<file path="config.mk">
export PLATFORM = sky130hd
export DESIGN_NAME = pid_rate_scaler
export DESIGN_NICKNAME = d
export VERILOG_FILES = /design/src/rtl/pid_rate_scaler.sv
export SDC_FILE = /design/constraint.sdc
export NUM_CORES = 1
export LEC_CHECK = 0
export BUFFER_PORTS_ARGS = -buffer_cell sky130_fd_sc_hd__buf_2
export CAP_MARGIN = 20
export CORE_MARGIN = 2
export CORE_UTILIZATION = 40
export DETAILED_ROUTE_END_ITERATION = 16
export HOLD_SLACK_MARGIN = 0.08
export PLACE_DENSITY = 0.56
export SKIP_LAST_GASP = 1
export SYNTH_ARGS = -nofsm -noshare
export SYNTH_HDL_FRONTEND = slang
export SYNTH_SLANG_ARGS = --single-unit
export TNS_END_PERCENT = 50
</file>
<file path="constraint.sdc">
create_clock -name clk -period 15.7 [get_ports clk]
set_clock_uncertainty 0.1 [all_clocks]
set_input_delay 2.355 -clock clk [delete_from_list [all_inputs] [get_ports clk]]
set_output_delay 2.355 -clock clk [all_outputs]
set_load 0.05 [all_outputs]
</file>
<file path="src/rtl/pid_rate_scaler.sv">
`default_nettype none
// ============================================================================
// Module      : pid_rate_scaler
// Description : Gated rate scaler for Electron/Muon/Pion match outputs with
//               first-hit capture (fine index + coarse time) over a
//               programmable counting window. Snapshots are exposed on the
//               shared local bus.
// Revision    : 1.0 - initial release
// ============================================================================
module pid_rate_scaler #(
    parameter logic [7:0]  BASE        = 8'h40,
    parameter logic [31:0] WIN_DEFAULT = 32'd50000000
) (
    input  logic        clk,
    input  logic        rst,
    input  logic        Electron,
    input  logic        Muon,
    input  logic        Pion,
    input  logic [31:0] Result,
    input  logic [31:0] DataIn,
    input  logic [7:0]  Address,
    input  logic        Read,
    input  logic        Write,
    output logic [31:0] DataOut,
    output logic        WinDone,
    output logic        Busy
);

    localparam logic [7:0] ADDR_CTRL   = BASE;
    localparam logic [7:0] ADDR_WINLEN = BASE + 8'd1;
    localparam logic [7:0] ADDR_ECNT   = BASE + 8'd2;
    localparam logic [7:0] ADDR_MCNT   = BASE + 8'd3;
    localparam logic [7:0] ADDR_PCNT   = BASE + 8'd4;
    localparam logic [7:0] ADDR_STATUS = BASE + 8'd5;
    localparam logic [7:0] ADDR_FTIME  = BASE + 8'd6;
    localparam logic [31:0] CNT_MAX    = 32'hFFFF_FFFF;

    typedef enum logic [1:0] {
        IDLE  = 2'd0,
        RUN   = 2'd1,
        LATCH = 2'd2
    } state_t;

    state_t      state;
    state_t      state_next;

    // control / configuration registers
    logic        ctrl_en;
    logic        ctrl_single;
    logic [31:0] winlen;

    // live window state
    logic [31:0] down_cnt;
    logic [31:0] elapsed;
    logic [31:0] e_live;
    logic [31:0] m_live;
    logic [31:0] p_live;
    logic        live_valid;
    logic [4:0]  live_idx;
    logic [31:0] live_time;

    // snapshot registers
    logic [31:0] ecnt;
    logic [31:0] mcnt;
    logic [31:0] pcnt;
    logic        done;
    logic        fh_valid;
    logic [4:0]  fh_idx;
    logic [31:0] ftime;

    // FSM strobes
    logic        load;
    logic        count;
    logic        latch;

    logic        wr_ctrl;
    logic        wr_winlen;
    logic        wr_status;
    logic [4:0]  low_idx;

    assign wr_ctrl   = Write && (Address == ADDR_CTRL);
    assign wr_winlen = Write && (Address == ADDR_WINLEN);
    assign wr_status = Write && (Address == ADDR_STATUS);

    assign Busy    = (state == RUN);
    assign WinDone = (state == LATCH);

    // Index of the lowest set bit of Result (earliest fine slice)
    always_comb begin
        low_idx = 5'd0;
        for (int k = 31; k >= 0; k--) begin
            if (Result[k]) begin
                low_idx = 5'(k);
            end
        end
    end

    // State register
    always_ff @(posedge clk or posedge rst) begin
        if (rst) begin
            state <= IDLE;
        end else begin
            state <= state_next;
        end
    end

    // Next-state logic and datapath strobes
    always_comb begin
        state_next = state;
        load       = 1'b0;
        count      = 1'b0;
        latch      = 1'b0;
        case (state)
            IDLE: begin
                if (ctrl_en && (winlen != 32'd0)) begin
                    state_next = RUN;
                    load       = 1'b1;
                end
            end
            RUN: begin
                if (!ctrl_en) begin
                    // software abort: drop the window without a snapshot
                    state_next = IDLE;
                end else begin
                    count = 1'b1;
                    if (down_cnt == 32'd0) begin
                        state_next = LATCH;
                    end
                end
            end
            LATCH: begin
                latch = 1'b1;
                if (ctrl_en && !ctrl_single && (winlen != 32'd0)) begin
                    state_next = RUN;
                    load       = 1'b1;
                end else begin
                    state_next = IDLE;
                end
            end
            default: begin
                state_next = IDLE;
            end
        endcase
    end

    // CTRL and WINLEN bus registers; single-shot clears en at window end
    always_ff @(posedge clk or posedge rst) begin
        if (rst) begin
            ctrl_en     <= 1'b0;
            ctrl_single <= 1'b0;
            winlen      <= WIN_DEFAULT;
        end else begin
            if (wr_ctrl) begin
                ctrl_en     <= DataIn[0];
                ctrl_single <= DataIn[1];
            end
            if (latch && ctrl_single) begin
                ctrl_en <= 1'b0;
            end
            if (wr_winlen) begin
                winlen <= DataIn;
            end
        end
    end

    // Live counters, window down-counter and first-hit capture
    always_ff @(posedge clk or posedge rst) begin
        if (rst) begin
            down_cnt   <= 32'd0;
            elapsed    <= 32'd0;
            e_live     <= 32'd0;
            m_live     <= 32'd0;
            p_live     <= 32'd0;
            live_valid <= 1'b0;
            live_idx   <= 5'd0;
            live_time  <= 32'd0;
        end else if (load) begin
            down_cnt   <= winlen - 32'd1;
            elapsed    <= 32'd0;
            e_live     <= 32'd0;
            m_live     <= 32'd0;
            p_live     <= 32'd0;
            live_valid <= 1'b0;
            live_idx   <= 5'd0;
            live_time  <= 32'd0;
        end else if (count) begin
            if (down_cnt != 32'd0) begin
                down_cnt <= down_cnt - 32'd1;
            end
            elapsed <= elapsed + 32'd1;
            if (e_live != CNT_MAX) begin
                e_live <= e_live + {31'd0, Electron};
            end
            if (m_live != CNT_MAX) begin
                m_live <= m_live + {31'd0, Muon};
            end
            if (p_live != CNT_MAX) begin
                p_live <= p_live + {31'd0, Pion};
            end
            if ((Result != 32'd0) && !live_valid) begin
                live_valid <= 1'b1;
                live_idx   <= low_idx;
                live_time  <= elapsed;
            end
        end
    end

    // Window-end snapshot; LATCH takes priority over a STATUS clear
    always_ff @(posedge clk or posedge rst) begin
        if (rst) begin
            ecnt     <= 32'd0;
            mcnt     <= 32'd0;
            pcnt     <= 32'd0;
            done     <= 1'b0;
            fh_valid <= 1'b0;
            fh_idx   <= 5'd0;
            ftime    <= 32'd0;
        end else if (latch) begin
            ecnt     <= e_live;
            mcnt     <= m_live;
            pcnt     <= p_live;
            done     <= 1'b1;
            fh_valid <= live_valid;
            fh_idx   <= live_idx;
            ftime    <= live_time;
        end else if (wr_status) begin
            done     <= 1'b0;
            fh_valid <= 1'b0;
        end
    end

    // Combinational read mux, zero when not selected so it can be OR-ed
    always_comb begin
        DataOut = 32'd0;
        if (Read) begin
            case (Address)
                ADDR_CTRL:   DataOut = {30'd0, ctrl_single, ctrl_en};
                ADDR_WINLEN: DataOut = winlen;
                ADDR_ECNT:   DataOut = ecnt;
                ADDR_MCNT:   DataOut = mcnt;
                ADDR_PCNT:   DataOut = pcnt;
                ADDR_STATUS: DataOut = {16'd0, fh_valid, 2'b00, fh_idx,
                                        6'd0, done, Busy};
                ADDR_FTIME:  DataOut = ftime;
                default:     DataOut = 32'd0;
            endcase
        end
    end

endmodule
`default_nettype wire

</file>
[Word level (Yosys, flattened, before mapping)]
Cells that the tools add are included.
Cells by class
  add/sub/neg operators: 6
  equal/unequal tests: 14
  muxes and demuxes: 73
  reductions and logical operators: 29
Operator list (count)
  $mux 32: 18
  $pmux 32 s7: 1
  $mux 5: 35
  $add 32x1->32: 3
  $ne 32x32->1 const B: 3
  $reduce_bool 32->1: 3
  $sub 32x1->32 const B: 2
  $eq 8x7->1 const B: 7
  $add 32x1->32 const B: 1
  $logic_not 32->1: 1
  $reduce_bool 2->1: 8
  $mux 1: 14
  $reduce_and 2->1: 6
  $logic_and 1x1->1: 8
  $mux 2: 3
  $pmux 2 s3: 1
  $ne 3x2->1 const B: 1
  $eq 2x1->1 const B: 1
  $eq 2x2->1 const B: 1
  $logic_not 1->1: 2
  $logic_not 2->1: 1
  $ne 2x2->1 const B: 1
  $pmux 1 s2: 1
Word-level totals
  bits in registers: 369
  input port bits: 79
  output and inout bits: 34
  word-level logic and storage cells: 141

[Logic depth before layout (Yosys ltp)]
  word-level depth: 35
  depth in mapped cells: 16
  gate-level depth less buffers: 12

[Worst setup path after synthesis]
OpenSTA, ideal clock, no wires.
  path kind: input -> output
  start point: in Address[3]
  end point: out DataOut[10]
  arrival time: 4.504 ns
  required time: 13.245 ns
  setup slack: 8.741 ns
  cell stages on the path: 7
  buffers on the path: 1
  cells stage by stage: nor4_1 -> nand3_1 -> or2_2 -> clkbuf_1 -> nor2_1 -> a22oi_1 -> a21oi_1
Between the ends
  longest elaborated chain between the ends: 3
  elaborated cells on any way between the ends: 9
  those cells by class: 7 x eq/ne; 2 x mux
Ends and longest elaborated chain
  from (decl): RTL line 21  | input logic [7:0] Address,
  $eq 8x7->1: RTL line 236  | case (Address)
  $pmux 32 s7 *: RTL line 236
  $mux 32 *: RTL line 235  | if (Read) begin
  to (decl): RTL line 24  | output logic [31:0] DataOut,
Every way passes the cells marked *; elsewhere a longest branch is shown, timed or not.

[Worst setup path in the final report]
  start point: in Address[3]
  end point: out DataOut[0]
Same word-level chain as after synthesis.

==> results.py <==
metrics = {
    "clocking": {
        "clock_path_buffers": 3,
        "root_buffer": "clkbuf_16",
        "hold_buffers": 0,
        "numCtsBuffers": 42,
        "cts_resized": 0,
        "postCtsSetupRepairBufs": 0,
        "clkSlewWorstSetupHoldPaths_ns": 0.06,
        "cts-htree-levels": 2,
        "clock_sink_count": 369,
        "clock_insertion_delay_worst_skew_ns": 0.57,
        "cts_tree": "built",
    },
    "timing": {
        "fin_crit_ns": 8.07,
        "maxSlewHeadroom": 0.285,
        "hold_viol": 0,
        "fin_crit_sh": 0.514,
        "setup_viol": 0,
        "fin_hold_ws_ns": 0.387,
        "tightest_slew_ns": 1.06,
        "tns_ns": 0,
        "fmax_mhz": 124,
        "slew_viol_final": 0,
        "rsz0062_at_grt": "no",
    },
    "critical_path": {
        "crit_buf_inv": 2,
        "cp.required_ns": 13.24,
        "worstPathArrival_ns": 5.62,
        "path_class": "in2out",
        "crit_path_start_kind": "input pin",
        "cp_cell_sequence": "buf_2, nor4_1, nand3b_1, nor2_1, a221oi_1, a21oi_1, a211oi_1, nor2_1, buf_2",
        "cp-end-kind": "output pin",
        "crit_family": "simple AND/OR/NAND/NOR gates",
        "critical_path.max_stage_delay_ns": 0.90,
        "crit_slowest_cell": "nor2_1",
        "critPathMaxFanout": 24,
    },
    "logic_synthesis": {
        "synth_xor_xnor_area_share": 0.0721,
        "synth-edff-count": 0,
        "ys_ff_latch": 369,
        "synth_compound_area_frac": 0.0917,
        "syn_area_per_cell_um2": 10.7,
        "synthDistinctLibCells": 70,
        "netlist_area_um2": 18300,
        "synth_nets": 1794,
        "synth_top_family_by_area": "simple AND/OR/NAND/NOR gates",
        "yosysWarnings": 0,
        "synthSimpleGateAreaFrac": 0.165,
        "synth-adder-area-share": 0.00546,
        "ys_seq_area_frac": 0.504,
        "synth_flop_cell": "dfrtp_1",
        "synthMuxAreaShare": 0.138,
        "synthCells": 1707,
        "async_reset_ff_frac": 1.00,
    },
    "finish": {
        "area_growth_pct": 13.5,
        "fin_nets": 1882,
        "drive_above_1_share": 0.230,
        "post-route-util": 0.460,
        "stdcell_count": 2425,
    },
    "power": {
        "p_total_mw": 2.76,
        "ir_worst_vdd_uv": 127,
        "p_leak_nw": 9.34,
        "power_density_nw_per_um2": 133,
    },
    "place": {
        "dp_hpwl_um": 37200,
        "dp.cells": 2349,
        "routabilityCongestion": 0.917,
        "numPortBuffers": 112,
    },
    "die": {
        "die_w_um": 218,
        "initial_core_util": 0.405,
        "placeableCoreArea_um2": 45300,
        "row_count": 78,
        "dieArea_um2": 47600,
        "io_pins": 113,
        "dieHeight_um": 218,
    },
    "grt": {
        "grt_usage": 0.226,
        "globalRouteOverflowTotal": 0,
        "grt_max_degree": 166,
        "grt_pass1_wl_um": 81500,
        "antenna_found_initial": 1,
        "grt_pass1_vias": 13500,
    },
    "routing": {
        "first_iter_violations": 1092,
        "dr.pass1.iters": 6,
        "wl_per_cell_um": 21.7,
        "drt-vias-per-instance": 5.61,
        "wirelength_um": 52700,
        "vias": 13613,
        "drc_errors": 0,
        "detail-route-antenna-nets": 0,
    },
    "run_status": {
        "status": "finished, final reports clean",
    },
    "flow_run": {
        "drv_cap": 0,
    },
    "hold_path": {
        "min_path_type": "reg2reg",
    },
}
==> placed cells by master (no fill, tap or decap), types with 24 or more instances in the layout <==
| cell | instances |
|---|---|
| a21oi_1 | 57 |
| a22o_1 | 44 |
| a22oi_1 | 24 |
| and2_1 | 28 |
| buf_2 | 113 |
| clkbuf_16 | 43 |
| dfrtp_1 | 357 |
| inv_1 | 25 |
| mux2_2 | 188 |
| mux2i_1 | 40 |
| nand2_1 | 100 |
| nand3_1 | 54 |
| nand4_1 | 38 |
| nor2_1 | 189 |
| nor3_1 | 42 |
| nor4_1 | 27 |
| o21ai_0 | 39 |
| or3_1 | 34 |
| xnor2_1 | 76 |
| xor2_1 | 75 |
==> final timing paths <==
| check | startpoint | endpoint | slack (ns) | cells after the start |
|---|---|---|---|---|
| worst min register to register | done | done | 0.39 | 1 |
| max in group asynchronous | rst | elapsed[23] | 12.29 | 3 |
| min in group asynchronous | rst | m_live[14] | 1.81 | 2 |
| worst max register to register | winlen[29] | down_cnt[20] | 11.49 | 9 |
| worst max-delay path | Address[3] | DataOut[0] | 7.63 | 9 |
| worst min-delay path | done | done | 0.39 | 1 |
==> metrics by stage <==
step | cell area, um^2 | worst slack [ns]
final | 20800 | 7.63
after global routing | 20800 | 7.44
after CTS | 20800 | 7.67
after detailed placement | 19500 | 7.68
after global placement | 19500 | 7.77
after floorplan | 18300 | 3.02
==> kinds of logic (layout without fill, tap and decap cells) <==
| kind of cell | Yosys count | after routing |
|---|---|---|
| AND/OR/NAND/NOR | 593 | 593 |
| flip-flops | 369 | 369 |
| AO/OA/AOI/OAI | 245 | 245 |
| multiplexers | 229 | 229 |
| XOR/XNOR | 151 | 151 |
| buffers and inverters | 112 | 229 |
| adder cells (fa/ha/maj) | 8 | 8 |
| other | 0 | 1 |
==> metal layers <==
metal,share of wire,GRT usage,vias up
li1,-,-,6310
met1,0.44,0.308,6839
met2,0.45,0.348,382
met3,0.074,0.0585,80
met4,0.030,0.0778,2
met5,0.00023,0,-
==> Yosys cell counts, types with 12 or more instances <==
| master | number | area (um^2) |
|---|---|---|
| nor3_1 | 42 | 210 |
| mux2i_1 | 40 | 400 |
| a21oi_1 | 57 | 285 |
| inv_1 | 26 | 97.6 |
| and2_1 | 28 | 175 |
| nand3_1 | 54 | 270 |
| and4_1 | 14 | 123 |
| nand4_1 | 38 | 238 |
| or3_1 | 34 | 213 |
| xnor2_1 | 76 | 666 |
| buf_1 | 13 | 48.8 |
| and3_1 | 19 | 119 |
| o21ai_0 | 39 | 195 |
| nand2_1 | 100 | 375 |
| o22ai_1 | 21 | 131 |
| nor2_1 | 191 | 717 |
| dfrtp_1 | 357 | 8930 |
| a22o_1 | 44 | 385 |
| clkbuf_1 | 65 | 244 |
| dfstp_2 | 12 | 315 |
| nor4_1 | 27 | 169 |
| a22oi_1 | 24 | 180 |
| xor2_1 | 75 | 657 |
| mux2_2 | 188 | 2120 |
==> cell type report <==
cell class              instances  area, um^2
diodes                          1        2.50
clock inverters                10        98.8
flip-flops and latches        369        9250
multi-input cells            1226        8680
inverters                      27         109
repair buffers                129         698
fillers                      4285       24500
well taps                     600         751
clock buffers                  63        1230
==> worst register-to-register path: stages, from the launching register on <==
cell and delay (ns):
dfrtp_1 0.50, nor4_1 0.41, nand3_1 0.33, o31ai_4 0.47
buf_4 0.56, mux2i_2 0.55, nand2_1 0.35, or4_1 0.56
xor2_1 0.15, o211ai_1 0.15
==> report_power, final <==
part / leakage (nW) / total [mW] / switching, mW / internal (mW)
combinational: 3.66 / 0.686 / 0.460 / 0.226
clock: 0.650 / 0.962 / 0.403 / 0.559
sequential: 5.03 / 1.11 / 0.0846 / 1.03
total: 9.34 / 2.76 / 0.947 / 1.82
No activity file was read; power rests on OpenSTA's default activity.
